### config.mk
export PLATFORM = sky130hd
export DESIGN_NAME = pipe_hazard_ctrl
export DESIGN_NICKNAME = d
export VERILOG_FILES = /design/src/rtl/pipe_ctrl_pkg.sv /design/src/rtl/ctrl_sat_counter.sv /design/src/rtl/pipe_hazard_ctrl.sv
export SDC_FILE = /design/constraint.sdc
export NUM_CORES = 1
export LEC_CHECK = 0
export ABC_AREA = 1
export CAP_MARGIN = 20
export CELL_PAD_IN_SITES_DETAIL_PLACEMENT = 0
export CELL_PAD_IN_SITES_GLOBAL_PLACEMENT = 1
export CORE_UTILIZATION = 36
export CTS_BUF_LIST = sky130_fd_sc_hd__clkbuf_2
export CTS_CLUSTER_SIZE = 25
export DETAILED_ROUTE_END_ITERATION = 10
export GPL_ROUTABILITY_DRIVEN = 0
export PLACE_DENSITY_LB_ADDON = 0.1
export SETUP_SLACK_MARGIN = 0.05
export SYNTH_ARGS = -nofsm -noshare
export SYNTH_HDL_FRONTEND = slang
export SYNTH_SLANG_ARGS = --single-unit
### constraint.sdc
create_clock -name clk -period 7 [get_ports clk]
set_input_delay 1.4 -clock clk [delete_from_list [all_inputs] [get_ports clk]]
set_output_delay 1.4 -clock clk [all_outputs]
set_load 0.05 [all_outputs]
### src/rtl/pipe_ctrl_pkg.sv
// rtl/pipe_ctrl_pkg.sv - shared types and constants for the pipeline hazard sequencer
package pipe_ctrl_pkg;

    typedef enum logic [1:0] {
        IDLE     = 2'd0,
        MC_BUSY  = 2'd1,
        REDIRECT = 2'd2
    } state_t;

    localparam int          REG_ZERO  = 0;
    localparam logic [31:0] NOP_INSTR = 32'h0000_0013;

    // Fetch adds offset to the already-incremented PC, hence the extra -4.
    function automatic logic [31:0] branch_offset(input logic [31:0] target,
                                                  input logic [31:0] pc);
        return target - pc - 32'd4;
    endfunction

endpackage

### src/rtl/ctrl_sat_counter.sv
// rtl/ctrl_sat_counter.sv - saturating event counter for performance debug
module ctrl_sat_counter #(
    parameter int CNT_W = 16
) (
    input  logic             clk,
    input  logic             rst,
    input  logic             inc,
    output logic [CNT_W-1:0] count
);

    always_ff @(posedge clk or posedge rst) begin
        if (rst) begin
            count <= '0;
        end else if (inc && (count != {CNT_W{1'b1}})) begin
            count <= count + CNT_W'(1);
        end
    end

endmodule

### src/rtl/pipe_hazard_ctrl.sv
// rtl/pipe_hazard_ctrl.sv - load-use, multi-cycle EX and branch redirect sequencer
module pipe_hazard_ctrl
    import pipe_ctrl_pkg::*;
#(
    parameter int REG_AW     = 5,
    parameter int MC_LATENCY = 4,
    parameter int CNT_W      = 16
) (
    input  logic              clk,
    input  logic              rst,
    input  logic [REG_AW-1:0] id_rs1,
    input  logic [REG_AW-1:0] id_rs2,
    input  logic              id_rs1_used,
    input  logic              id_rs2_used,
    input  logic [REG_AW-1:0] ex_rd,
    input  logic              ex_mem_read,
    input  logic              ex_mc_start,
    input  logic              ex_br_taken,
    input  logic [31:0]       ex_target,
    input  logic [31:0]       fetch_pc,
    output logic              stall_out,
    output logic              jump_out,
    output logic [31:0]       offset_out,
    output logic              hold_id,
    output logic              bubble_ex,
    output logic              bubble_mem,
    output logic              mc_done,
    output logic              busy,
    output logic [CNT_W-1:0]  stall_cnt,
    output logic [CNT_W-1:0]  flush_cnt
);

    localparam int MC_CW = (MC_LATENCY > 2) ? $clog2(MC_LATENCY - 1) : 1;
    localparam logic [MC_CW-1:0] MC_LOAD = MC_CW'(MC_LATENCY - 2);

    state_t           state, state_nxt;
    logic [MC_CW-1:0] mc_cnt, mc_cnt_nxt;

    logic        load_use;
    logic        stall_c, jump_c, hold_c, bubble_ex_c, bubble_mem_c, mc_done_c;
    logic [31:0] offset_c;

    assign load_use = ex_mem_read && (ex_rd != REG_AW'(REG_ZERO)) &&
                      ((id_rs1_used && (id_rs1 == ex_rd)) ||
                       (id_rs2_used && (id_rs2 == ex_rd)));

    always_ff @(posedge clk or posedge rst) begin
        if (rst) begin
            state  <= IDLE;
            mc_cnt <= '0;
        end else begin
            state  <= state_nxt;
            mc_cnt <= mc_cnt_nxt;
        end
    end

    always_comb begin
        state_nxt    = state;
        mc_cnt_nxt   = mc_cnt;
        stall_c      = 1'b0;
        jump_c       = 1'b0;
        offset_c     = 32'd0;
        hold_c       = 1'b0;
        bubble_ex_c  = 1'b0;
        bubble_mem_c = 1'b0;
        mc_done_c    = 1'b0;

        case (state)
            IDLE: begin
                // A taken branch outranks hazards: the dependent instr is wrong-path.
                if (ex_br_taken) begin
                    jump_c      = 1'b1;
                    offset_c    = branch_offset(ex_target, fetch_pc);
                    bubble_ex_c = 1'b1;
                    state_nxt   = REDIRECT;
                end else if (ex_mc_start) begin
                    stall_c      = 1'b1;
                    hold_c       = 1'b1;
                    bubble_mem_c = 1'b1;
                    mc_cnt_nxt   = MC_LOAD;
                    state_nxt    = MC_BUSY;
                end else if (load_use) begin
                    stall_c     = 1'b1;
                    bubble_ex_c = 1'b1;
                end
            end

            MC_BUSY: begin
                stall_c      = 1'b1;
                hold_c       = 1'b1;
                bubble_mem_c = 1'b1;
                if (mc_cnt == '0) begin
                    mc_done_c = 1'b1;
                    state_nxt = IDLE;
                end else begin
                    mc_cnt_nxt = mc_cnt - MC_CW'(1);
                end
            end

            REDIRECT: begin
                // The bubble now in ID/EX cannot branch again, so only load-use matters.
                if (load_use) begin
                    stall_c     = 1'b1;
                    bubble_ex_c = 1'b1;
                end
                state_nxt = IDLE;
            end

            default: begin
                state_nxt = IDLE;
            end
        endcase
    end

    // Outputs are forced quiet for the whole time reset is held.
    assign stall_out  = stall_c      & ~rst;
    assign jump_out   = jump_c       & ~rst;
    assign offset_out = rst ? 32'd0 : offset_c;
    assign hold_id    = hold_c       & ~rst;
    assign bubble_ex  = bubble_ex_c  & ~rst;
    assign bubble_mem = bubble_mem_c & ~rst;
    assign mc_done    = mc_done_c    & ~rst;
    assign busy       = (state != IDLE);

    ctrl_sat_counter #(.CNT_W(CNT_W)) u_stall_cnt (
        .clk   (clk),
        .rst   (rst),
        .inc   (stall_out),
        .count (stall_cnt)
    );

    ctrl_sat_counter #(.CNT_W(CNT_W)) u_flush_cnt (
        .clk   (clk),
        .rst   (rst),
        .inc   (jump_out),
        .count (flush_cnt)
    );

endmodule

==> impl_metrics.toml, run 1 <==
[global_routing]
top_usage_layer = "met2"
grt-ovfl-total = 0
grt_util_met3_pct = 1.79
grt_pass1_wl_mm = 24.5
antenna_found_initial = 0
grtUsageMet1_pct = 27.4
track_usage_pct = 19.8
first_global_vias = 5370
grt_max_degree = 37
grt_use_met2_pct = 33.7

[synth]
synth.top_cell.area_share_pct = 21.7
synthTopCellsByCount = "nand2_1, inv_1, nor2_1, ha_1, nand3_1"
post-synth-top-count-cell = "nand2_1"
synth_ff_type = "dfrtp_1"
synth_area_leaders = "nand2_1, dfrtp_1, ha_1"
synth-edff-count = 0
syn_area_um2 = 5370
synth_top_cell_by_area = "nand2_1"
ys_async_sr_fraction_pct = 100
synth_warnings = 0
netlist_instances = 943
syn_avg_cell_area_um2 = 5.70
syn_nets = 1094
synth_cell_type_count = 32
ys_seq_area_share_pct = 16.8
ys_ff_latch = 36

[power_and_ir_drop]
total_power_mw = 1.36
vdd_ir_drop_max_v = 0.000107
powerDensity_nw_per_um2 = 188
leakagePower_nw = 3.95

[timing]
rsz0062_at_grt = "false"
fmax_mhz = 165
relSlewSlack_pct = 42.1
whs_ps = 508
setup_viol = 0
slew_viol_final = 0
clock_skew_ps = 17.0
tns_ps = 0
layout_min_cycle_time_ps = 6050
final_hold_viol_count = 0
tightest_slew_ps = 868
period_share_pct = 86.4

[worst_setup_path]
r2r-start = "state[1]"
regToRegEndpoint = "u_flush_cnt.count[11]"
crit_path_top_delay_cell = "clkdlybuf4s50_1"
path_max_fanout = 5
critPathKind = "in -> out"
critPathRequiredTime_ps = 5600
crit_family = "buffers and inverters"
setup.worst_path.end_class = "output port"
ff2ff_path_depth = 8
worst-r2r-setup-slack_ps = 4510
cp_cell_sequence = "clkdlybuf4s50_1, inv_1, ha_1, ha_1, fa_1, nand3_1, nand3_1, nand3_1, nand3_1, nand3_1, a21oi_1, nor2_1, clkdlybuf4s50_1"
crit_path_start_kind = "input pin"
cp_slowest_stage_delay_ps = 830
critPathLaunch = "fetch_pc[1]"
cp_common_cell = "nand3_1"
path_buf_inv = 3
worstPathArrival_ps = 4650

[final_layout]
layout-drive-gt1-share_pct = 2.99
design_area_um2 = 7200
diodes = 0
stdcell_count = 1286
synthToLayoutAreaGrowth_pct = 34.0
nets = 1252

[min_path]
hold_depth = 1
holdPathEnd = "mc_cnt[0]"
min_from = "mc_cnt[0]"
hp-class = "reg -> reg"

[route]
viasPerCell = 4.52
remaining_drc_errors = 0
routed_wl_mm = 14.8
ant_nets = 0
vias = 5817
post_drt_wl_per_cell_um = 11.5
firstDrtPassIters = 5
drtIter0Drc = 278

[outcome]
status = "finished, final reports clean"

[clocking]
cts_tree = "done"
h-tree-depth = 2
cts-root-buf = "clkbuf_2"
cts-resized-gates = 0
cts_buffers = 5
post-cts-setup-buffer-count = 0
clk_path_buf_depth = 2
clk_pin_slew_worst_paths_ps = 170
ctsHoldBuffers = 0
cts_sinks = 36
clk-insertion-delay-late_ps = 380

[floorplan]
start_util_pct = 37.0
ios = 157
rows = 44
dieArea_um2 = 15400
die_h_um = 124
core-area_um2 = 14500
dieWidth_um = 124

[run]
drv_cap = 0

[placement]
hpwl_mm = 12.5
port_buffers = 156
place_inst = 1278
place_area_um2 = 7130
report_power, final:
| part | internal (mW) | switching (mW) | total (mW) |
|---|---|---|---|
| clock network | 0.0615 | 0.0720 | 0.134 |
| logic | 0.315 | 0.601 | 0.915 |
| registers | 0.249 | 0.0580 | 0.307 |
| total | 0.625 | 0.730 | 1.36 |
cell type report:
cell class	count	area, µm²
Fill cell	1588	7340
Multi-Input combinational cell	670	3560
Timing Repair Buffer	159	1580
Sequential cell	36	901
Inverter	229	860
Tap cell	184	230
Clock inverter	2	35.0
Clock buffer	6	30.0
routing by layer:
metal  part of all wire (%)  up-vias
li1                       -     3186
met1                     49     2499
met2                     46      126
met3                    4.0        6
met4                   0.52        0
met5                      0        -
state kept, by name, summed over array words and instances, names as in the netlist:
name and flops:
u_flush_cnt.count 16, u_stall_cnt.count 16, mc_cnt 2, state 2
cells by family (layout without fill, tap and decap cells):
logic type	count (synthesis)	count (layout)	synth area share, %
and+or+nand+nor	511	511	39.9
xor gates and xnor gates	29	29	4.73
AOI/OAI and AO/OA	65	65	6.31
DFF	36	36	16.8
buffers and inverters	237	396	17.0
adders and majority gates	65	65	15.3
cells in the final DEF (no fill, tap or decap):
cell / count
nor3b_1: 1
nand4_4: 1
nand2_2: 2
nand2_4: 1
fa_1: 1
o21ai_0: 7
ha_1: 64
nor2_1: 89
nand2_1: 310
inv_2: 13
clkdlybuf4s50_1: 156
o21ai_1: 12
clkbuf_2: 6
dfrtp_1: 36
a31oi_1: 3
nor2_2: 1
a21oi_1: 39
nor2_4: 2
bufinv_16: 1
nand3_2: 2
xnor2_1: 12
clkinv_1: 6
nand3b_1: 6
inv_1: 210
nor3_1: 16
and2_1: 1
nor4_1: 2
nand4_1: 13
o21bai_1: 2
xor2_1: 17
nand3_1: 64
clkinv_2: 1
a21o_1: 2
buf_4: 3
metrics by stage:
stage,util [%],worst slack (ps)
after CTS,49.5,936
final,49.5,953
after global routing,49.5,750
after detailed placement,49.1,951
after floorplan,-,1920
after global placement,49.1,981
worst max-delay path by stage:
| stage | slack, ps | end | cells after the start |
|---|---|---|---|
| after detailed placement | 950 | offset_out[17] | 13 |
| after global routing | 750 | offset_out[25] | 15 |
| after CTS | 940 | offset_out[17] | 13 |
| after floorplan | 1920 | offset_out[25] | 13 |
| after global placement | 980 | offset_out[17] | 13 |
| final | 950 | offset_out[17] | 13 |
Power figures use the tool's default switching activity.
==> run 2: changes to the inputs <==
--- a/config.mk
+++ b/config.mk
@@ -9,13 +9,15 @@
 export CAP_MARGIN = 20
 export CELL_PAD_IN_SITES_DETAIL_PLACEMENT = 0
 export CELL_PAD_IN_SITES_GLOBAL_PLACEMENT = 1
-export CORE_UTILIZATION = 36
+export CORE_UTILIZATION = 37
 export CTS_BUF_LIST = sky130_fd_sc_hd__clkbuf_2
 export CTS_CLUSTER_SIZE = 25
 export DETAILED_ROUTE_END_ITERATION = 10
 export GPL_ROUTABILITY_DRIVEN = 0
 export PLACE_DENSITY_LB_ADDON = 0.1
 export SETUP_SLACK_MARGIN = 0.05
+export SLEW_MARGIN = 20
 export SYNTH_ARGS = -nofsm -noshare
 export SYNTH_HDL_FRONTEND = slang
+export SYNTH_HIERARCHICAL = 1
 export SYNTH_SLANG_ARGS = --single-unit
==> run 2 against run 1 <==
Compared with the run above:
- combinational power increased by 19%
- sequential power grew 11%
- worst setup slack better by 19 ps
- critical path type unchanged
==> impl_metrics.toml, run 2 <==
[worst_setup_path]
setup.worst_path.end_class = "output port"
r2r-start = "state[0]"
crit_path_top_delay_cell = "clkdlybuf4s50_1"
path_max_fanout = 5
cp_cell_sequence = "clkdlybuf4s50_1, inv_1, ha_1, ha_1, fa_1, nand3_1, nand3_1, nand2_1, nand3_1, nand2_1, nand3_1, nand2_1, clkinv_1, nor2_1, clkdlybuf4s50_1"
worst-r2r-setup-slack_ps = 4910
critPathKind = "in -> out"
cp-endpoint = "offset_out[25]"
regToRegEndpoint = "u_flush_cnt/count[5]"
crit_path_start_kind = "input pin"
critPathRequiredTime_ps = 5600
ff2ff_path_depth = 10
cp_common_cell = "nand3_1"
worstPathArrival_ps = 4630
critPathLaunch = "fetch_pc[1]"
cp_slowest_stage_delay_ps = 820

[final_layout]
synthToLayoutAreaGrowth_pct = 31.6
reg.largest.list = "u_flush_cnt/count: 16 flops, u_stall_cnt/count: 16 flops"
diodes = 0
final_cell_mix = "nand2_1, inv_1, clkdlybuf4s50_1, nor2_1, ha_1"
utilization_pct = 50.2
mostFrequentLayoutCell = "nand2_1"
design_area_um2 = 7660
layout-drive-gt1-share_pct = 8.90
nets = 1319

[synth]
synth_ff_type = "dfrtp_1"
synth_top_cell_by_area = "nand2_1"
synth-edff-count = 0
ys_seq_area_share_pct = 15.5
synth_simple_gate_area_share_pct = 43.2
synth-xor-area-share_pct = 2.11
synth.top_cell.area_share_pct = 20.8
netlist_instances = 1010
synth_warnings = 6
synth_area_leaders = "nand2_1, dfrtp_1, inv_1"
ys_ff_latch = 36
ys_async_sr_fraction_pct = 100
synth_top_family_by_area = "simple AND/OR/NAND/NOR gates"
syn_area_um2 = 5820
syn_nets = 1161
synth_compound_area_share_pct = 8.19
synthMuxAreaShare_pct = 0
synthAdderAreaFrac_pct = 14.1
synthTopCellsByCount = "nand2_1, inv_1, nor2_1, ha_1, nand3_1"
syn_avg_cell_area_um2 = 5.76
synth_cell_type_count = 35
post-synth-top-count-cell = "nand2_1"

[clocking]
clk-insertion-delay-late_ps = 410
clk_path_buf_depth = 2
cts-resized-gates = 0
cts-root-buf = "clkbuf_2"
post-cts-setup-buffer-count = 0
cts_tree = "done"
cts_buffers = 5
cts_sinks = 36
clk_pin_slew_worst_paths_ps = 200
ctsHoldBuffers = 0
h-tree-depth = 2

[global_routing]
first_global_vias = 5537
grt-ovfl-total = 0
grt_pass1_wl_mm = 25.2
track_usage_pct = 19.0
antenna_found_initial = 0
grt_max_degree = 32

[route]
drtIter0Drc = 184
firstDrtPassIters = 5
viasPerCell = 4.41
vias = 6085
ant_nets = 0
remaining_drc_errors = 0
routed_wl_mm = 15.1
post_drt_wl_per_cell_um = 11.0

[timing]
layout_min_cycle_time_ps = 6030
clock_skew_ps = 5.92
whs_ps = 556
slew_viol_final = 0
relSlewSlack_pct = 55.8
final_hold_viol_count = 0
period_share_pct = 86.1
fmax_mhz = 166
setup_viol = 0
tns_ps = 0
worst_slack_ps = 972
tightest_slew_ps = 662
rsz0062_at_grt = "false"

[outcome]
status = "finished, final reports clean"

[floorplan]
start_util_pct = 38.1
core-area_um2 = 15300
ios = 157
rows = 45
dieWidth_um = 127
die_h_um = 127
dieArea_um2 = 16200

[power_and_ir_drop]
leakagePower_nw = 3.97
powerDensity_nw_per_um2 = 205
vdd_ir_drop_max_v = 0.000219

[min_path]
hp-class = "reg -> reg"

[placement]
pre_cts_slack_ps = 930
port_buffers = 156
place_area_um2 = 7590
hpwl_mm = 12.7

[run]
drv_cap = 0
-- run 2: cell types whose count changed in the layout (fill, tap and decap cells not counted), sizes merged, moves of 3 or more --
cell / previous run / this run
inv: 223 / 242
nand3: 66 / 54
o21ai: 19 / 36
and2: 1 / 5
nand4: 14 / 17
a31oi: 3 / 0
nor3: 16 / 1
xnor2: 12 / 7
xor2: 17 / 7
nor2: 92 / 129
nand2: 313 / 350
-- run 2: per-layer routing --
| layer | GRT usage, % | share of wire [%] | routed length [µm] | vias up |
|---|---|---|---|---|
| met3 | 2.09 | 3.8 | 580 | 8 |
| met5 | 0 | 0 | 0 | - |
| met4 | 3.85 | 0.89 | 134 | 0 |
| li1 | - | - | - | 3358 |
| met1 | 23.5 | 47 | 7030 | 2615 |
| met2 | 35.4 | 49 | 7370 | 104 |
-- run 2: worst min-delay path by stage --
stage | from | endpoint | cells past startpoint
2_1_floorplan | mc_cnt[1] | mc_cnt[1] | 2
3_3_place_gp | u_stall_cnt/count[1] | u_stall_cnt/count[1] | 2
6_report | u_flush_cnt/count[1] | u_flush_cnt/count[1] | 2
5_1_grt | u_flush_cnt/count[1] | u_flush_cnt/count[1] | 2
3_5_place_dp | u_flush_cnt/count[1] | u_flush_cnt/count[1] | 2
4_1_cts | u_flush_cnt/count[1] | u_flush_cnt/count[1] | 2
-- run 2: metrics by stage --
step / total power [mW] / instances
final: 1.57 / 1380
after floorplan: 1.11 / 1010
after CTS: 1.59 / 1380
after global routing: 1.71 / 1380
after global placement: 1.44 / 1372
after detailed placement: 1.44 / 1372
-- run 2: cell type report --
type	instances	area [µm²]
Clock inverter	2	35.0
Sequential cell	36	901
Timing Repair Buffer	157	1570
Clock buffer	6	30.0
Fill cell	1686	7600
Multi-Input combinational cell	722	3940
Tap cell	211	264
Inverter	246	923
-- run 2: cell families after synthesis --
family	after synthesis
xor gates and xnor gates	14
AOI/OAI and AO/OA	81
and+or+nand+nor	562
DFF	36
adders and majority gates	65
buffers and inverters	252
-- run 2: worst max-delay path, delay by kind of cell --
family / cells / cell delay, ps
buf+inv: 4 / 1360
simple gates: 8 / 870
fa+ha+maj: 3 / 990
-- run 2: where the power goes --
| part | leakage, nW | total (mW) | internal [mW] | switching [mW] |
|---|---|---|---|---|
| clock network | 0.0430 | 0.140 | 0.0614 | 0.0784 |
| registers | 0.470 | 0.341 | 0.263 | 0.0781 |
| logic | 3.46 | 1.09 | 0.375 | 0.711 |
